===== src/rtl/booth_pkg.sv =====
// -----------------------------------------------------------------------------
// booth_pkg
// Shared definitions for the arithmetic controllers (restoring divider and the
// multiplier controller).
//   - DEFAULT_DATA_WIDTH : default operand/result width in bits
//   - div_state_e        : divider FSM encoding (IDLE=0, RUN=1, DONE=2)
//   - cnt_width()        : width needed to hold an iteration count 0..w
// -----------------------------------------------------------------------------
package booth_pkg;

    localparam int DEFAULT_DATA_WIDTH = 16;

    typedef enum logic [1:0] {
        IDLE = 2'd0,
        RUN  = 2'd1,
        DONE = 2'd2
    } div_state_e;

    // Number of bits required to represent the values 0..w inclusive.
    function automatic int cnt_width(input int w);
        return $clog2(w + 1);
    endfunction

endpackage : booth_pkg


===== src/rtl/restoring_divider_if.sv =====
// -----------------------------------------------------------------------------
// restoring_divider_if
// Request/result bundle between a divider client (master) and the divider
// (slave).
//   start       master->slave  request a division (honoured only while idle)
//   dividend    master->slave  unsigned numerator, captured with start
//   divisor     master->slave  unsigned denominator, captured with start
//   busy        slave->master  high while an operation is in flight
//   done        slave->master  one-cycle completion pulse
//   quotient    slave->master  result quotient (held until next result)
//   remainder   slave->master  result remainder (held until next result)
//   div_by_zero slave->master  qualifies the last result, valid with done
//
// Handshake: start is a request, not a valid/ready pair. It is accepted on a
// rising edge only when busy is low; while busy is high start and the operand
// buses are ignored. Each accepted request produces exactly one done pulse
// (unless aborted by clear); results are valid in the done cycle and stay
// stable afterwards until the next done.
// -----------------------------------------------------------------------------
interface restoring_divider_if #(
    parameter int DATA_WIDTH = booth_pkg::DEFAULT_DATA_WIDTH
);

    logic                  start;
    logic [DATA_WIDTH-1:0] dividend;
    logic [DATA_WIDTH-1:0] divisor;
    logic                  busy;
    logic                  done;
    logic [DATA_WIDTH-1:0] quotient;
    logic [DATA_WIDTH-1:0] remainder;
    logic                  div_by_zero;

    modport master (
        output start, dividend, divisor,
        input  busy, done, quotient, remainder, div_by_zero
    );

    modport slave (
        input  start, dividend, divisor,
        output busy, done, quotient, remainder, div_by_zero
    );

endinterface : restoring_divider_if


===== src/rtl/restoring_divider_restore_step.sv =====
// -----------------------------------------------------------------------------
// restore_step
// One combinational iteration of restoring division: shift {A,Q} left by one,
// trial-subtract the divisor from A, and either keep the difference (quotient
// bit 1) or restore the shifted A (quotient bit 0).
//   a_i  [DATA_WIDTH:0]   partial remainder A
//   q_i  [DATA_WIDTH-1:0] dividend/quotient shift register Q
//   m_i  [DATA_WIDTH-1:0] divisor M
//   a_o  [DATA_WIDTH:0]   next A
//   q_o  [DATA_WIDTH-1:0] next Q
// -----------------------------------------------------------------------------
module restore_step #(
    parameter int DATA_WIDTH = 16
) (
    input  logic [DATA_WIDTH:0]   a_i,
    input  logic [DATA_WIDTH-1:0] q_i,
    input  logic [DATA_WIDTH-1:0] m_i,
    output logic [DATA_WIDTH:0]   a_o,
    output logic [DATA_WIDTH-1:0] q_o
);

    logic [DATA_WIDTH:0]   a_sh;
    logic [DATA_WIDTH-1:0] q_sh;
    logic [DATA_WIDTH:0]   trial;
    // A < M holds between steps, so A's MSB is always zero and the left shift
    // never loses information; the bit is carried only to keep A's width.
    logic                  unused_a_msb;

    always_comb begin
        unused_a_msb = a_i[DATA_WIDTH];
        a_sh         = {a_i[DATA_WIDTH-1:0], q_i[DATA_WIDTH-1]};
        q_sh         = {q_i[DATA_WIDTH-2:0], 1'b0};
        trial        = a_sh - {1'b0, m_i};
        a_o          = a_sh;
        q_o          = q_sh;
        // MSB of the trial difference is the sign: 0 means A >= M.
        if (!trial[DATA_WIDTH]) begin
            a_o = trial;
            q_o = {q_sh[DATA_WIDTH-1:1], 1'b1};
        end
    end

endmodule : restore_step


===== src/rtl/restoring_divider.sv =====
// -----------------------------------------------------------------------------
// restoring_divider
// Iterative unsigned restoring divider, one quotient bit per clock.
//   clk      rising-edge clock
//   clear    synchronous active-low reset; aborts any operation in flight
//   div_if   slave side of restoring_divider_if (start/operands in,
//            busy/done/quotient/remainder/div_by_zero out)
//   state_o  current FSM state, for observation only
//
// Timing: a start sampled at edge E loads the operands and enters RUN; the
// DATA_WIDTH RUN cycles end at edge E+DATA_WIDTH, which writes the results
// and enters DONE, so done is high in the cycle after that edge. A zero
// divisor skips RUN: edge E writes the saturated result and enters DONE.
// DONE always falls back to IDLE on the next edge, so a new start can be
// presented in the cycle right after done.
// -----------------------------------------------------------------------------
module restoring_divider
    import booth_pkg::*;
#(
    parameter int DATA_WIDTH = DEFAULT_DATA_WIDTH
) (
    input  logic                clk,
    input  logic                clear,
    restoring_divider_if.slave  div_if,
    output div_state_e          state_o
);

    localparam int CW = cnt_width(DATA_WIDTH);

    div_state_e            state_q;
    logic [DATA_WIDTH:0]   a_q;
    logic [DATA_WIDTH-1:0] q_q;
    logic [DATA_WIDTH-1:0] m_q;
    logic [CW-1:0]         count_q;
    logic [DATA_WIDTH-1:0] quot_q;
    logic [DATA_WIDTH-1:0] rem_q;
    logic                  dbz_q;
    logic                  done_q;

    logic [DATA_WIDTH:0]   a_d;
    logic [DATA_WIDTH-1:0] q_d;

    restore_step #(
        .DATA_WIDTH (DATA_WIDTH)
    ) u_step (
        .a_i (a_q),
        .q_i (q_q),
        .m_i (m_q),
        .a_o (a_d),
        .q_o (q_d)
    );

    always_ff @(posedge clk) begin
        if (!clear) begin
            state_q <= IDLE;
            a_q     <= '0;
            q_q     <= '0;
            m_q     <= '0;
            count_q <= '0;
            quot_q  <= '0;
            rem_q   <= '0;
            dbz_q   <= 1'b0;
            done_q  <= 1'b0;
        end else begin
            // done is a registered copy of "next state is DONE".
            done_q <= 1'b0;
            case (state_q)
                IDLE: begin
                    if (div_if.start) begin
                        if (div_if.divisor == '0) begin
                            // Saturate: quotient all ones, remainder passes the
                            // dividend through.
                            quot_q  <= '1;
                            rem_q   <= div_if.dividend;
                            dbz_q   <= 1'b1;
                            done_q  <= 1'b1;
                            state_q <= DONE;
                        end else begin
                            a_q     <= '0;
                            q_q     <= div_if.dividend;
                            m_q     <= div_if.divisor;
                            count_q <= CW'(DATA_WIDTH);
                            state_q <= RUN;
                        end
                    end
                end
                RUN: begin
                    a_q     <= a_d;
                    q_q     <= q_d;
                    count_q <= count_q - CW'(1);
                    // Last iteration: publish the step's output directly so
                    // results appear together with the state change.
                    if (count_q == CW'(1)) begin
                        quot_q  <= q_d;
                        rem_q   <= a_d[DATA_WIDTH-1:0];
                        dbz_q   <= 1'b0;
                        done_q  <= 1'b1;
                        state_q <= DONE;
                    end
                end
                DONE: begin
                    state_q <= IDLE;
                end
                default: begin
                    state_q <= IDLE;
                end
            endcase
        end
    end

    assign div_if.busy        = (state_q != IDLE);
    assign div_if.done        = done_q;
    assign div_if.quotient    = quot_q;
    assign div_if.remainder   = rem_q;
    assign div_if.div_by_zero = dbz_q;
    assign state_o            = state_q;

endmodule : restoring_divider

===== src/flat_wrapper.sv =====
// flat-port wrapper written by rule: the top's interface ports become plain ports
module restoring_divider_flat import booth_pkg::*;
#(
    parameter int DATA_WIDTH = DEFAULT_DATA_WIDTH
)
  (clk, clear, state_o, div_if_start, div_if_dividend, div_if_divisor, div_if_busy, div_if_done, div_if_quotient, div_if_remainder, div_if_div_by_zero);
  restoring_divider_if #(.DATA_WIDTH(DATA_WIDTH)) div_if_i ();
  input  logic clk;
  input  logic clear;
  output div_state_e state_o;
  input wire logic [$bits(div_if_i.start)-1:0] div_if_start;
  input wire logic [$bits(div_if_i.dividend)-1:0] div_if_dividend;
  input wire logic [$bits(div_if_i.divisor)-1:0] div_if_divisor;
  output wire logic [$bits(div_if_i.busy)-1:0] div_if_busy;
  output wire logic [$bits(div_if_i.done)-1:0] div_if_done;
  output wire logic [$bits(div_if_i.quotient)-1:0] div_if_quotient;
  output wire logic [$bits(div_if_i.remainder)-1:0] div_if_remainder;
  output wire logic [$bits(div_if_i.div_by_zero)-1:0] div_if_div_by_zero;
  assign div_if_i.start = div_if_start;
  assign div_if_i.dividend = div_if_dividend;
  assign div_if_i.divisor = div_if_divisor;
  assign div_if_busy = div_if_i.busy;
  assign div_if_done = div_if_i.done;
  assign div_if_quotient = div_if_i.quotient;
  assign div_if_remainder = div_if_i.remainder;
  assign div_if_div_by_zero = div_if_i.div_by_zero;
  restoring_divider #(.DATA_WIDTH(DATA_WIDTH)) u_core (.clk(clk), .clear(clear), .div_if(div_if_i), .state_o(state_o));
endmodule

===== config.mk =====
export PLATFORM = sky130hd
export DESIGN_NAME = restoring_divider_flat
export DESIGN_NICKNAME = d
export VERILOG_FILES = /design/src/rtl/booth_pkg.sv /design/src/rtl/restoring_divider_if.sv /design/src/rtl/restoring_divider_restore_step.sv /design/src/rtl/restoring_divider.sv /design/src/flat_wrapper.sv
export SDC_FILE = /design/constraint.sdc
export NUM_CORES = 1
export LEC_CHECK = 0
export CELL_PAD_IN_SITES_DETAIL_PLACEMENT = 1
export CELL_PAD_IN_SITES_GLOBAL_PLACEMENT = 1
export CORE_UTILIZATION = 43
export CTS_CLUSTER_DIAMETER = 50
export DETAILED_ROUTE_END_ITERATION = 7
export HOLD_SLACK_MARGIN = 0.12
export PLACE_DENSITY_LB_ADDON = 0.1
export RECOVER_POWER = 100
export SYNTH_ARGS = -nofsm -noshare
export SYNTH_HDL_FRONTEND = slang
export SYNTH_SLANG_ARGS = --single-unit

===== constraint.sdc =====
create_clock -name clk -period 5.4 [get_ports clk]
set_input_delay 0.81 -clock clk [delete_from_list [all_inputs] [get_ports clk]]
set_output_delay 0.81 -clock clk [all_outputs]
set_load 0.01 [all_outputs]

**Word-level counts from Yosys, hierarchy flattened**

Index checks and enable logic that the tools add are counted.

- Register bits after elaboration: 89
- Latch bits: 0
- Bits in writable memories: 0
- ROM bits: 0
- Bits of input ports: 35
- Output and inout bits: 37
- Memories: 0

- Add/subtract/negate cells: 2
- $mul: 0
- Divide/modulo/power cells: 0
- Order comparisons: 0
- Equality and inequality tests: 6
- Shift operators: 0
- Muxes and demuxes: 31
- Bitwise gates (word level): 1
- Reduce and logical (&&, ||, !) cells: 8

Operators with widths:

| kind | number |
|---|---|
| $mux W16 | 11 |
| $pmux W16 S2 | 4 |
| $sub A17 B16 Y17 | 1 |
| $logic_not A16 Y1 | 1 |
| $mux W5 | 2 |
| $pmux W5 S2 | 1 |
| $mux W1 | 7 |
| $mux W2 | 3 |
| $reduce_and A3 Y1 | 2 |
| $eq A5 B1 Y1 const B | 1 |
| $sub A5 B1 Y5 const B | 1 |
| $ne A2 B1 Y1 const B | 2 |
| $ne A2 B2 Y1 const B | 2 |
| $pmux W1 S2 | 2 |
| $pmux W2 S2 | 1 |
| $reduce_and A4 Y1 | 1 |
| $reduce_bool A2 Y1 | 2 |
| $eq A2 B1 Y1 const B | 1 |
| $logic_not A2 Y1 | 1 |
| $reduce_and A2 Y1 | 1 |
| $not A1 Y1 | 1 |

**Longest topological paths before layout**

- Depth after elaboration: 4
- Mapped depth: 14
- Depth with buffers taken out: 12

**By module**

From an unflattened synthesis, not the netlist that was laid out.

- Cell total of the unflattened synthesis: 560
- Area, all modules: 4,958.5 um^2

Modules (own cells, without submodules):

| module | times used | cells an instance | area an instance (um^2) |
|---|---|---|---|
| restoring_divider | 1 | 395 | 3,756.1 |
| restore_step | 1 | 165 | 1,202.4 |

**Worst setup path before layout**

OpenSTA, ideal clock, no wires.

- Kind: reg2reg
- Start point: register u_core.q_q[15]
- End point: register u_core.rem_q[10], in the netlist u_core.div_if.remainder[10]
- Setup time: 120 ps
- Arrival time: 2,428 ps
- Slack: 2,852 ps
- Stages on the path, launching flop included: 13
- Clock period less this slack: 2,548 ps
- Cells stage by stage: dfxtp_1 -> inv_1 -> ha_1 -> inv_1 -> fa_1 -> a21oi_1 -> o211ai_2 -> and2_4 -> a31oi_4 -> xnor2_1 -> and4_1 -> or4_1 -> o31a_1

- Word-level cells in the longest chain between the ends: 4

Ends and longest elaborated chain:

| element | RTL line | text |
|---|---|---|
| start, declared | restoring_divider.sv:32 | `logic [DATA_WIDTH-1:0] q_q;` |
| start signal, assigned | restoring_divider.sv:80 | `q_q <= div_if.dividend;` |
| start signal, assigned | restoring_divider.sv:89 | `q_q <= q_d;` |
| $sub A17 B16 Y17 | restoring_divider_restore_step.sv:33 | `trial = a_sh - {1'b0, m_i};` |
| $mux W16 | restoring_divider_restore_step.sv:37 | `if (!trial[DATA_WIDTH]) begin` |
| $mux W16 | restoring_divider.sv:93 | `if (count_q == CW'(1)) begin` |
| $pmux W16 S2 | restoring_divider.sv:67 | `case (state_q)` |
| end signal, assigned | restoring_divider.sv:74 | `rem_q <= div_if.dividend;` |
| end signal, assigned | restoring_divider.sv:95 | `rem_q <= a_d[DATA_WIDTH-1:0];` |
| end, declared | restoring_divider.sv:36 | `logic [DATA_WIDTH-1:0] rem_q;` |

No other way between the ends. The select of a mux whose other input is x is not followed.
A chain may end at the register's enable or synchronous reset.

**Final worst setup path**

- Start point: register u_core.state_q[1], in the netlist u_core.state_o[1]
- End point: register u_core.rem_q[13], in the netlist u_core.div_if.remainder[13]

- Word-level cells in the longest chain between the ends: 3
- Elaborated cells between the ends (all ways): 8
- Those cells by class: eq/ne: 4; mux: 1; reduce/logical: 3

Ends and longest elaborated chain:

| element | RTL line | text |
|---|---|---|
| start, declared | restoring_divider.sv:30 | `div_state_e state_q;` |
| start signal, assigned | restoring_divider.sv:55 | `state_q <= IDLE;` |
| start signal, assigned | restoring_divider.sv:77 | `state_q <= DONE;` |
| start signal, assigned | restoring_divider.sv:83 | `state_q <= RUN;` |
| $eq A2 B1 Y1 or $logic_not A2 Y1 (tied branches) | restoring_divider.sv:67 |  |
| $ne A2 B1 Y1 (no source line) (tied with other cells) | - |  |
| $reduce_and A4 Y1 (no source line) | - |  |

Several ways; a longest one is shown, not always the timed one.

==> flow_summary.json <==
{
  "status": "complete, but fails checks",
  "violations": "max-capacitance violations, max-slew violations",
  "dp_hpwl_mm": 9.582,
  "required_ps": 5660,
  "ctsRootBufferMaster": "clkbuf_8",
  "hold_buffers": 0,
  "cp_cell_sequence": "nand2b_1 -> clkbuf_1 -> a31oi_4 -> nor3_1 -> and2_0 -> buf_4 -> nand2_1 -> o311a_1",
  "ys_top_cells_by_count": "nand2_1 (98), dfxtp_1 (89), nand3_1 (32), nor2_1 (32), inv_1 (29)",
  "final_cell_count_no_fill": 759,
  "vias": 4271,
  "nFillCells": 1276,
  "grt_max_degree": 83,
  "synthMostInstantiatedCell": "nand2_1",
  "dr.first_iter.drc_count": 181,
  "slowest_delay_ps": 1420,
  "ios": 72,
  "pwr-share-comb_pct": 52.2,
  "clock_sinks": 89,
  "critPathKind": "reg2reg",
  "synth_edf_count": 0,
  "sw_frac_of_total_pct": 42.41,
  "highest_layer": "met4",
  "cts_setup_buffers": 0,
  "first_global_vias": 4311,
  "reg2reg_slack_ps": 1360,
  "grt_usage_pct": 24.13,
  "design.core.area_um2": 10420,
  "ys.flop_type": "dfxtp_1",
  "critPathSlowestCell": "clkbuf_1",
  "n_antenna_cell": 0,
  "placed_area_um2": 5434,
  "netSwitchingPower_mw": 1.099,
  "htreeDepth": 3,
  "synth_area_um2": 4673,
  "max-cap-violations": 1,
  "clk_pin_slew_ps": 80,
  "synthCells": 569,
  "post-route-min-period_ps": 4039,
  "gr-total-overflow": 0,
  "leakagePower_nw": 2.345,
  "p_clk_share_pct": 15.8,
  "die_y_um": 106.3,
  "dieArea_um2": 11290,
  "wl_mm": 13.06,
  "layout.nets": 673,
  "clk_latency_ps": 360,
  "arrival_ps": 4300,
  "power_density_nw_per_um2": 464.7,
  "wl_per_cell_um": 17.20,
  "dr_wl_met2_mm": 6.273,
  "synth_seq_cells": 89,
  "cts_resized": 0,
  "synth_area_leaders": "dfxtp_1 (38%), nand2_1 (7.9%), ha_1 (4.8%)",
  "hold_viol_final": 0,
  "ys_seq_area_share_pct": 38.13,
  "path_max_fanout": 43,
  "synth.distinct_cells": 64,
  "peakVddDrop_mv": 0.3166,
  "cts_buffers": 9,
  "fin_area_um2": 5579,
  "drt_pass1_iterations": 4,
  "post_drt_via_cell_ratio": 5.627,
  "cpLargestDelayFamily": "buffers and inverters",
  "antenna_found_initial": 1,
  "yosysWarnings": 0,
  "rsz0062_at_grt": "false",
  "maxSlewViolCount": 44,
  "dieWidth_um": 106.3,
  "max_freq_mhz": 247.6,
  "skew_ps": 4.750,
  "gp_congestion": 0.8005,
  "yosys.area.top_type_share_pct": 38.13,
  "layout_worst_path_cycle_share_pct": 74.80,
  "worstHoldPathType": "reg2reg",
  "setup_viol": 0,
  "initial_core_util_pct": 44.86,
  "syn_avg_cell_area_um2": 8.213,
  "relSlewSlack_pct": -33.36,
  "area_delta_synth_final_pct": 19.38,
  "row_count": 37,
  "cts_tree": "yes",
  "wl_met1_mm": 6.055,
  "endpoint_kind": "flip-flop",
  "drc": 0,
  "yosys.area.top_type": "dfxtp_1",
  "startpoint_type": "flip-flop",
  "ant_nets": 0,
  "power.internal_mw": 1.493,
  "wl_met3_um": 469,
  "synthArstFlopShare_pct": 0,
  "cts_buffer_depth": 2,
  "grt_pass1_wl_mm": 21.27,
  "seqPwrFrac_pct": 31.9,
  "tns_ps": 0,
  "worst-path-buf-inv": 2,
  "portBuffers": 71,
  "placed_cells_incl_taps": 744,
  "worst_pin_slew_ps": 2000,
  "syn-num-nets": 623,
  "drive_gt1_share_pct": 5.297
}
==> final cells by class <==
class,count,area (um2),area share [%]
clock buffers,12,145.1,2.601
clock inverters,3,17.52,0.3140
inverters,29,108.9,1.951
multi-input cells,413,2613,46.83
flip-flops and latches,89,1782,31.94
well taps,136,170.2,3.050
repair buffers,77,743.2,13.32
==> sequential cells by signal (all words and copies together) (netlist names) <==
name                       count
u_core.a_q                    16
u_core.state_o                 2
u_core.div_if.quotient        16
u_core.div_if.div_by_zero      1
u_core.m_q                    16
u_core.div_if.remainder       16
u_core.count_q                 5
u_core.q_q                    16
u_core.div_if.done             1
==> metal layers <==
layer  up-vias  GRT usage (%)
met5         -              0
met4         0          7.937
met3        20          5.334
met2        75          40.35
met1      2078          30.65
li1       2098              -
==> cell families (layout without fill, tap and decap cells) <==
| family | after synthesis | after routing | share of synthesized area, % |
|---|---|---|---|
| and+or+nand+nor | 241 | 241 | 24.77 |
| AOI/OAI and AO/OA | 127 | 127 | 20.80 |
| DFF | 89 | 89 | 38.13 |
| buffers and inverters | 67 | 121 | 5.863 |
| adders and majority gates | 19 | 19 | 5.248 |
| xor gates and xnor gates | 15 | 15 | 2.811 |
| muxes | 11 | 11 | 2.383 |
==> cell usage in the layout, fill, tap and decap left out, drive strengths merged, types with 18 or more instances in the layout <==
master	Yosys	routed
nand2	98	98
dfxtp	89	89
a21boi	20	20
nand3	33	33
nor2	33	33
clkdlybuf4s50	0	32
o21ai	23	23
inv	29	29
ha	18	18
dlygate4sd3	0	38
nor3	24	24
==> power groups by stage <==
stage	Sequential [mW]	Clock (mW)	Combinational, mW
after floorplan	0.835	0	1.03
after global placement	0.842	0	1.33
after detailed placement	0.845	0	1.37
after CTS	0.830	0.423	1.37
after global routing	0.840	0.451	1.49
final	0.828	0.410	1.35
==> worst min-delay path: stages, from the launching register on <==
cell and delay [ps]:
dfxtp_1 320, nand2_1 50, a21boi_0 60
==> worst paths after layout <==
check,to,cells past startpoint,from
max,u_core.div_if.remainder[13]$_SDFFE_PN0P_,8,u_core.state_o[1]$_SDFFE_PN0P_
min reg2reg,u_core.m_q[11]$_SDFFE_PN0P_,2,u_core.m_q[11]$_SDFFE_PN0P_
max reg2reg,u_core.div_if.remainder[13]$_SDFFE_PN0P_,8,u_core.state_o[1]$_SDFFE_PN0P_
min,u_core.m_q[11]$_SDFFE_PN0P_,2,u_core.m_q[11]$_SDFFE_PN0P_
==> per-stage QoR <==
stage               power (mW)  setup slack [ps]  hold WS [ps]  utilization (%)
global route             2.782              1126         502.3            53.56
global placement         2.169              2131         454.2            52.17
CTS                      2.627              1999         475.5            53.73
floorplan                1.863              2852         443.1                -
finish                   2.592              1361         472.7            53.56
detailed placement       2.213              2017         464.0            52.17
(Power assumes the default switching activity.)
